[src/rtl/perf_counter_reader.sv]
// Hardware performance counters for pipeline, icache and LSU events, readable as
// 32-bit lo/hi words over a one-outstanding-request MMIO slave.
module perf_counter_reader #(
  parameter int unsigned CNT_W  = 64,
  parameter int unsigned ADDR_W = 8
) (
  input  logic              clk_i,
  input  logic              reset_i,
  input  logic              ifu_valid_i,
  input  logic              icache_valid_i,
  input  logic              icache_start_i,
  input  logic              icache_isHit_i,
  input  logic              lsu_ren_i,
  input  logic              lsu_wen_i,
  input  logic [31:0]       lsu_addr_i,
  input  logic              lsu_isWaiting_i,
  input  logic              req_valid_i,
  output logic              req_ready_o,
  input  logic              req_wen_i,
  input  logic [ADDR_W-1:0] req_addr_i,
  input  logic [31:0]       req_wdata_i,
  output logic              resp_valid_o,
  input  logic              resp_ready_i,
  output logic [31:0]       resp_rdata_o
);

  localparam int unsigned NUM_CNT = 8;

  typedef enum logic {
    S_IDLE = 1'b0,
    S_RESP = 1'b1
  } state_t;

  state_t             state_q;
  logic               req_ready_q;
  logic               resp_valid_q;
  logic [31:0]        resp_rdata_q;
  logic [CNT_W-1:0]   cnt_q [NUM_CNT];
  logic [CNT_W-1:0]   cnt_d [NUM_CNT];
  logic               en_q;
  logic               en_d;
  logic [31:0]        shadow_q;
  logic               shadow_vld_q;
  logic [2:0]         shadow_idx_q;
  logic [31:0]        rdata_d;

  logic [NUM_CNT-1:0] event_hit;
  logic [2:0]         acc_idx;
  logic               acc_hi;
  logic               acc_cnt_space;
  logic               acc_ctrl;
  logic               accept;
  logic               lo_read;
  logic               ctrl_write;
  logic               clr_pulse;
  logic [31:0]        rd_lo;
  logic [31:0]        rd_hi;
  logic               unused_ok;

  function automatic logic [31:0] hi_word(input logic [CNT_W-1:0] v);
    logic [63:0] wide;
    wide = '0;
    wide[CNT_W-1:0] = v;
    return wide[63:32];
  endfunction

  // Slot 7 is reserved: its event bit is tied low so it stays at zero forever.
  assign event_hit = {1'b0, lsu_isWaiting_i, lsu_wen_i, lsu_ren_i,
                      icache_valid_i & icache_isHit_i, icache_start_i,
                      ifu_valid_i, 1'b1};

  assign acc_idx       = req_addr_i[5:3];
  assign acc_hi        = req_addr_i[2];
  assign acc_cnt_space = ~req_addr_i[6];
  assign acc_ctrl      = req_addr_i[6] & (req_addr_i[5:2] == 4'd0);
  assign accept        = (state_q == S_IDLE) & req_valid_i;
  assign lo_read       = accept & ~req_wen_i & acc_cnt_space & ~acc_hi;
  assign ctrl_write    = accept & req_wen_i & acc_ctrl;
  assign clr_pulse     = ctrl_write & req_wdata_i[1];
  assign en_d          = ctrl_write ? req_wdata_i[0] : en_q;

  assign rd_lo = cnt_q[acc_idx][31:0];
  assign rd_hi = hi_word(cnt_q[acc_idx]);

  assign unused_ok = ^{lsu_addr_i, req_wdata_i[31:2], req_addr_i};

  // Read data is formed from pre-increment values of the accept cycle.
  always_comb begin
    rdata_d = '0;
    if (!req_wen_i) begin
      if (acc_cnt_space) begin
        if (!acc_hi) begin
          rdata_d = rd_lo;
        end else if (shadow_vld_q && (shadow_idx_q == acc_idx)) begin
          rdata_d = shadow_q;
        end else begin
          rdata_d = rd_hi;
        end
      end else if (acc_ctrl) begin
        rdata_d = {31'b0, en_q};
      end
    end
  end

  always_comb begin
    for (int k = 0; k < NUM_CNT; k++) begin
      cnt_d[k] = cnt_q[k] + CNT_W'(en_q & event_hit[k]);
      if (clr_pulse) begin
        cnt_d[k] = '0;
      end
    end
  end

  always_ff @(posedge clk_i) begin
    if (reset_i) begin
      state_q      <= S_IDLE;
      req_ready_q  <= 1'b1;
      resp_valid_q <= 1'b0;
      resp_rdata_q <= '0;
      en_q         <= 1'b1;
      shadow_q     <= '0;
      shadow_vld_q <= 1'b0;
      shadow_idx_q <= '0;
      for (int k = 0; k < NUM_CNT; k++) begin
        cnt_q[k] <= '0;
      end
    end else begin
      cnt_q <= cnt_d;
      en_q  <= en_d;
      if (clr_pulse) begin
        shadow_vld_q <= 1'b0;
      end else if (lo_read) begin
        shadow_q     <= rd_hi;
        shadow_vld_q <= 1'b1;
        shadow_idx_q <= acc_idx;
      end
      case (state_q)
        S_IDLE: begin
          if (req_valid_i) begin
            state_q      <= S_RESP;
            req_ready_q  <= 1'b0;
            resp_valid_q <= 1'b1;
            resp_rdata_q <= rdata_d;
          end
        end
        S_RESP: begin
          if (resp_ready_i) begin
            state_q      <= S_IDLE;
            req_ready_q  <= 1'b1;
            resp_valid_q <= 1'b0;
          end
        end
        default: state_q <= S_IDLE;
      endcase
    end
  end

  assign req_ready_o  = req_ready_q;
  assign resp_valid_o = resp_valid_q;
  assign resp_rdata_o = resp_rdata_q;

endmodule

[config.mk]
export PLATFORM = sky130hd
export DESIGN_NAME = perf_counter_reader
export DESIGN_NICKNAME = d
export VERILOG_FILES = /design/src/rtl/perf_counter_reader.sv
export SDC_FILE = /design/constraint.sdc
export NUM_CORES = 1
export LEC_CHECK = 0
export CAP_MARGIN = 25
export CORE_MARGIN = 4
export CORE_UTILIZATION = 55
export DETAILED_ROUTE_END_ITERATION = 10
export PLACE_DENSITY = 0.73
export SLEW_MARGIN = 25
export SYNTH_ARGS = -nofsm -noshare
export SYNTH_HDL_FRONTEND = slang
export SYNTH_SLANG_ARGS = --single-unit
[constraint.sdc]
create_clock -name clk_i -period 6.9 [get_ports clk_i]
set_input_delay 1.38 -clock clk_i [delete_from_list [all_inputs] [get_ports clk_i]]
set_output_delay 1.38 -clock clk_i [all_outputs]
set_load 0.03 [all_outputs]
After elaboration in Yosys (flattened, before gate mapping)
Cells that the tools add are included.

Register bits after elaboration: 520. Bits in latches: 0. Memories: 0. Input bits: 84. RAM bits: 0. ROM bits: 0.

Shift operators: 0. Order comparisons: 1. Reduce and logical (&&, ||, !) cells: 6. Bitwise operators: 21. Muxes and demuxes: 17. Multipliers: 0. Add/subtract/negate cells: 7. Div/mod/pow operators: 0. Eq/ne operators: 3.

Operators by type and width (count): 64-bit by 1-bit adder with 64-bit output (7); 64-bit binary-select mux with 3-bit select (1); 32-bit two-way mux (4); 64-bit two-way mux (2); 1-bit AND (15); 1-bit two-way mux (7); 1-bit case mux with 2 select lines (3); 2-bit AND reduction (3); 1-bit inverter (5); 4-bit >= comparator (second input constant) (1); 4-bit zero test (1); 2-bit inequality test (second input constant) (2); 3-bit inverter with 4-bit output (1); 3-bit == test (1); 2-bit OR reduction (1); 1-bit logical AND (1).

Logic depth before layout (Yosys ltp)
Gate-level depths: netlist of run 1.

Depth in word-level cells: 8. Mapped depth: 10. Depth with buffers taken out: 8.

Worst setup path after synthesis of run 1
Ideal clock, no wire load.

Path kind: input -> register. Start: input port icache_valid_i. End: register cnt_q[304] (netlist bit). Path slack: 3.481 ns. Required time: 6.830 ns. Arrival: 3.349 ns. Stages: 8. Path buffers: 0. Cell sequence: and3_1 > ha_1 > ha_1 > inv_1 > nor4_1 > nand4_1 > or4_1 > a21oi_1.

Word-level cells in the longest chain between the ends: 3.

RTL lines: start: declaration (line 10) `input logic icache_valid_i,`; 1-bit AND (line 69) `icache_valid_i & icache_isHit_i, icache_start_i,`; 1-bit AND (line 107) `cnt_d[k] = cnt_q[k] + CNT_W'(en_q & event_hit[k]);`; 64-bit by 1-bit adder with 64-bit output (line 107); end signal: assignment (line 128) `cnt_q <= cnt_d;`; end: declaration (line 38) `logic [CNT_W-1:0] cnt_q [NUM_CNT];`.

No other way between the ends. A chain may end at the register's enable or synchronous reset.

Final worst setup path of run 1
Start: input port icache_valid_i. End: register cnt_q[310] (netlist bit).

Same word-level chain as after synthesis.

==> impl_metrics.py, run 1 <==
metrics = {
    "floorplanning": {
        "die_area_mm2": 0.0528,
        "die_x_um": 230,
        "pin_count": 118,
        "num_rows": 80,
        "start_util_pct": 56.1,
        "design.core.area_mm2": 0.0481,
        "fp.dieH_um": 230,
    },
    "finish": {
        "antennaDiodeCount": 0,
        "area_growth_pct": 10.1,
        "drive_above_1_share_pct": 7.10,
        "stdcell_count": 3797,
        "final_area_mm2": 0.0298,
        "nets": 3203,
        "num-fill-cells": 4096,
    },
    "yosys": {
        "ys.flop_type": "dfxtp_1",
        "synth_compound_area_share_pct": 11.5,
        "avgSynthCellArea_um2": 8.60,
        "synth_cell_types": 49,
        "synth_fa_ha_area_share_pct": 0.694,
        "synth_commonest_cells": "dfxtp_1 (520), nor2_1 (381), a21oi_1 (209)",
        "yosys.area.top_type": "dfxtp_1",
        "yosys.area_share.xor_xnor_pct": 8.07,
        "synth_area_leaders": "dfxtp_1 (39%), mux4_2 (5.3%), nor2_1 (5.3%), mux2i_1 (5.0%), xor2_1 (4.9%)",
        "synth_top_family_by_area": "simple AND/OR/NAND/NOR gates",
        "synth_top_area_share_pct": 38.5,
        "synth.area.mux_share_pct": 10.4,
        "syn_inst": 3143,
        "synth-simple-area-share_pct": 27.5,
        "synthArstFlopShare_pct": 0,
        "synth_seq_cells": 520,
        "syn-num-nets": 3242,
        "synth_edf_count": 0,
        "synth_most_common_cell": "dfxtp_1",
        "yosys_warnings": 0,
        "ys_seq_area_share_pct": 38.5,
        "synth_area_mm2": 0.0270,
    },
    "run": {
        "maxCapViolations": 0,
    },
    "detailed_routing": {
        "vias": 24300,
        "m1WireLength_mm": 31.6,
        "dr.first_iter.drc_count": 2207,
        "firstDrtPassIters": 6,
        "wl_per_cell_um": 20.6,
        "highest_layer": "met4",
        "wl_mm": 78.2,
        "drc": 0,
        "final_antenna_net_count": 0,
        "viasPerCell": 6.40,
        "wl_met3_mm": 6.11,
        "met2_length_mm": 36.2,
    },
    "pwr": {
        "p_per_area_mw_per_mm2": 209,
        "cellLeakagePower_nw": 9.36,
        "peakVddDrop_mv": 0.199,
    },
    "clock_network": {
        "tritoncts": "yes",
        "holdBufCountCts": 0,
        "cts_num_sinks": 520,
        "cts-root-buf": "clkbuf_16",
        "post_cts_resize_count": 0,
        "path_clk_slew_ps": 60,
        "clk_latency_ps": 610,
        "htreeDepth": 2,
        "clock_path_buffers": 3,
        "cts_made_buffers": 55,
        "postCtsSetupBuffers": 0,
    },
    "sta": {
        "relSlewSlack_pct": 34.1,
        "clock_skew_ps": 23.2,
        "finalHoldViolCount": 0,
        "layout_min_cycle_time_ps": 4210,
        "period_share_pct": 61.0,
        "rsz0062_at_grt": "no",
        "tightest_slew_ps": 979,
        "drv_slew": 0,
        "final.setup.tns_ps": 0,
        "max_freq_mhz": 237,
        "finalSetupViolations": 0,
    },
    "grt": {
        "grt_first_pass_wirelength_mm": 123,
        "grt_max_degree": 118,
        "overflow": 0,
        "grt_usage_pct": 28.7,
        "first_global_vias": 22800,
        "antenna_found_initial": 0,
    },
    "worst_setup_path": {
        "crit_path_end_kind": "flip-flop",
        "startpoint_type": "input pin",
        "crit_required_ps": 7410,
        "worst-path-buf-inv": 2,
        "path_class": "input pin to flip-flop",
        "cpPeakStageDelay_ps": 700,
        "cp_max_fo": 11,
        "path_delay_family": "simple AND/OR/NAND/NOR gates",
        "cp_cell_sequence": "clkdlybuf4s50_1 -> and3_1 -> ha_1 -> ha_1 -> inv_1 -> nor4_2 -> nand2_1 -> or4_1 -> a21oi_1",
        "slowest_stage": "nor4_2",
        "path_common_cell": "ha_1",
        "worstPathArrival_ps": 4720,
    },
    "place": {
        "dp.cells": 3700,
        "hpwl_mm": 55.7,
        "numPortBuffers": 52,
        "postPlaceCellArea_mm2": 0.0279,
        "place.gp.congestion": 0.931,
    },
    "worst_hold_path": {
        "hold_class": "flip-flop to flip-flop",
    },
    "status": {
        "outcome": "complete, no violations",
    },
}
state kept, by name, summed over array words and instances, names as in the netlist:
name	flops
cnt_q	448
state_q	1
shadow_idx_q	3
resp_valid_o	1
shadow_vld_q	1
req_ready_o	1
en_q	1
shadow_q	32
resp_rdata_o	32
stage by stage:
stage	utilization (%)	hold WS [ps]	total power, mW	setup WS (ps)
2_1_floorplan	-	426	3.25	3480
4_1_cts	61.7	456	6.25	2650
5_1_grt	61.8	480	6.38	2570
3_5_place_dp	58.0	441	3.32	2030
3_3_place_gp	58.0	434	3.32	1910
6_report	61.8	457	6.21	2690
worst reg2reg max path, stage by stage, from the launching register on:
cell and delay (ps):
dfxtp_1 490, and3_1 270, ha_1 230, ha_1 280, inv_1 130, nor4_2 710
nand2_1 500, or4_1 600, a21oi_1 220
cells by family after synthesis:
family                     count (synthesis)
AOI/OAI and AO/OA                        526
xor gates and xnor gates                 249
adders and majority gates                 15
buffers and inverters                    220
DFF                                      520
muxes                                    200
and+or+nand+nor                         1413
cells in the final DEF (no fill, tap or decap), types with 36 or more instances in the layout:
cell type,instances
a21oi_1,208
and2_1,38
and3_1,48
and4_1,37
clkbuf_16,55
clkdlybuf4s50_1,48
dfxtp_1,520
inv_1,42
mux2i_1,136
mux4_2,64
nand2_1,207
nand2b_1,38
nand3_1,172
nand4_1,166
nor2_1,380
nor3_1,43
nor4_1,45
o211ai_1,36
o21ai_0,144
o31ai_1,57
or3_1,117
or4_1,69
xnor2_1,98
xor2_1,151
path summary, 6_finish.rpt:
kind	from	end	slack (ps)	cells after the start
setup / recovery	icache_valid_i	cnt_q[310]	2690	9
setup reg to reg	en_q	cnt_q[310]	3370	8
hold / removal	shadow_vld_q	shadow_vld_q	460	2
hold reg to reg	shadow_vld_q	shadow_vld_q	460	2
report_power, final:
group / switching (mW) / total, mW / internal [mW] / leakage [nW]
Sequential: 0.0120 / 3.03 / 3.01 / 4.19
Combinational: 0.152 / 0.230 / 0.0781 / 4.29
Clock: 1.22 / 2.95 / 1.73 / 0.876
metal layers:
layer,track usage [%],up-vias
met3,4.43,188
met1,37.5,11700
met5,0,-
met2,46.8,921
li1,-,11500
met4,13.8,0
area by class of cell:
| type | count | area [µm²] | area share (%) |
|---|---|---|---|
| Multi-Input combinational cell | 2403 | 15800 | 53.1 |
| Sequential cell | 520 | 10400 | 35.0 |
| Clock buffer | 80 | 1590 | 5.34 |
| Tap cell | 656 | 821 | 2.76 |
| Timing Repair Buffer | 82 | 802 | 2.69 |
| Clock inverter | 14 | 174 | 0.584 |
| Inverter | 42 | 158 | 0.530 |
(Power assumes the default switching activity.)
==> run 2: changes to the inputs <==
==> constraint.sdc (replaced) <==
create_clock -name clk_i -period 4.39 [get_ports clk_i]
set_input_delay 0.878 -clock clk_i [delete_from_list [all_inputs] [get_ports clk_i]]
set_output_delay 0.878 -clock clk_i [all_outputs]
set_load 0.03 [all_outputs]
==> run 2 against run 1 <==
  * Worst setup slack got worse by 1600 ps
  * Die area unchanged
  * Hold slack got worse by 4.2 ps
==> impl_metrics.py, run 2 (same netlist as run 1, synthesis figures left out) <==
metrics = {
    "pwr": {
        "cellLeakagePower_nw": 9.60,
        "p_per_area_mw_per_mm2": 337,
        "p_total_mw": 10.2,
        "peakVddDrop_mv": 0.287,
    },
    "detailed_routing": {
        "dr.first_iter.drc_count": 2555,
        "viasPerCell": 6.40,
        "final_antenna_net_count": 0,
        "vias": 24500,
        "drc": 0,
        "firstDrtPassIters": 5,
        "wl_per_cell_um": 20.7,
        "wl_mm": 79.5,
    },
    "sta": {
        "finalSetupViolations": 0,
        "finalHoldViolCount": 0,
        "setup_ws_ps": 1090,
        "hold_ws_ps": 453,
        "rsz0062_at_grt": "no",
        "max_freq_mhz": 303,
        "tightest_slew_ps": 994,
        "drv_slew": 0,
        "clock_skew_ps": 33.5,
        "period_share_pct": 75.2,
        "final.setup.tns_ps": 0,
        "layout_min_cycle_time_ps": 3300,
        "relSlewSlack_pct": 33.2,
    },
    "worst_hold_path": {
        "hold_class": "flip-flop to flip-flop",
        "min_from": "shadow_vld_q",
    },
    "worst_setup_path": {
        "path_delay_family": "simple AND/OR/NAND/NOR gates",
        "worstPathArrival_ps": 3830,
        "cpPeakStageDelay_ps": 680,
        "crit_path_start": "lsu_isWaiting_i",
        "startpoint_type": "input pin",
        "crit_path_end_kind": "flip-flop",
        "worst-path-buf-inv": 1,
        "cp_max_fo": 14,
        "worstReg2RegStart": "en_q",
        "path_class": "input pin to flip-flop",
        "slowest_stage": "or4_1",
        "cp_cell_sequence": "clkdlybuf4s50_1 -> and2_1 -> ha_1 -> nand3_1 -> nor4_1 -> nand4_1 -> or4_1 -> a21oi_1",
        "crit_required_ps": 4920,
    },
    "run": {
        "maxCapViolations": 0,
    },
    "place": {
        "place.gp.congestion": 0.935,
        "postPlaceCellArea_mm2": 0.0283,
        "numPortBuffers": 52,
        "dp_slack_ps": 606,
        "dp.cells": 3735,
        "hpwl_mm": 57.8,
    },
    "finish": {
        "nets": 3236,
        "largest_register_ffs": 448,
        "stdcell_count": 3837,
        "final_area_mm2": 0.0302,
        "regMostFlops": "cnt_q",
        "drive_above_1_share_pct": 8.30,
        "layout_common_cells": "dfxtp_1 (520), nor2_1 (380), a21oi_1 (208), nand2_1 (207), nand3_1 (172)",
        "antennaDiodeCount": 0,
        "area_growth_pct": 11.9,
        "num-fill-cells": 4133,
        "final_common_cell": "dfxtp_1",
        "post-route-util_pct": 62.8,
    },
    "status": {
        "outcome": "complete, no violations",
    },
    "grt": {
        "first_global_vias": 23000,
        "grt_max_degree": 69,
        "overflow": 0,
        "grt_first_pass_wirelength_mm": 126,
        "grt_usage_pct": 29.2,
        "antenna_found_initial": 0,
    },
    "clock_network": {
        "post_cts_resize_count": 0,
        "holdBufCountCts": 0,
        "tritoncts": "yes",
        "path_clk_slew_ps": 60,
        "clock_path_buffers": 3,
        "cts_num_sinks": 520,
        "postCtsSetupBuffers": 0,
        "cts-root-buf": "clkbuf_16",
        "clk_latency_ps": 620,
        "htreeDepth": 2,
        "cts_made_buffers": 56,
    },
    "floorplanning": {
        "fp.dieH_um": 230,
        "die_x_um": 230,
        "pin_count": 118,
        "num_rows": 80,
        "start_util_pct": 56.1,
        "design.core.area_mm2": 0.0481,
        "die_area_mm2": 0.0528,
    },
}
[run 2: final timing paths]
path | cells after the start | slack (ps) | endpoint
max | 8 | 1090 | cnt_q[127]
min | 2 | 450 | shadow_vld_q
max reg2reg | 7 | 1230 | cnt_q[127]
min reg2reg | 2 | 450 | shadow_vld_q
[run 2: final cells by class]
cell class | instances | area, µm² | area share [%]
multi-input combinational | 2403 | 15800 | 52.2
sequential | 520 | 10400 | 34.4
clock buffer | 77 | 1610 | 5.33
timing repair buffer | 114 | 1110 | 3.66
tap | 656 | 821 | 2.71
clock inverter | 25 | 352 | 1.16
inverter | 42 | 158 | 0.521
[run 2: tightest hold or removal path, stage by stage (launching register included)]
cell	delay, ps
dfxtp_1	310
inv_1	50
a21oi_1	50
[run 2: per-layer routing]
metal | GRT usage [%] | share of wire, % | up-vias
li1 | - | - | 11500
met1 | 39.1 | 42 | 11900
met2 | 46.7 | 46 | 909
met3 | 4.06 | 7.4 | 180
met4 | 14.6 | 5.4 | 0
met5 | 0 | 0 | -
[run 2: power breakdown]
| group | total [mW] | switching (mW) | internal, mW |
|---|---|---|---|
| Sequential | 4.76 | 0.0200 | 4.74 |
| Clock | 5.04 | 2.01 | 3.03 |
| Combinational | 0.380 | 0.242 | 0.138 |
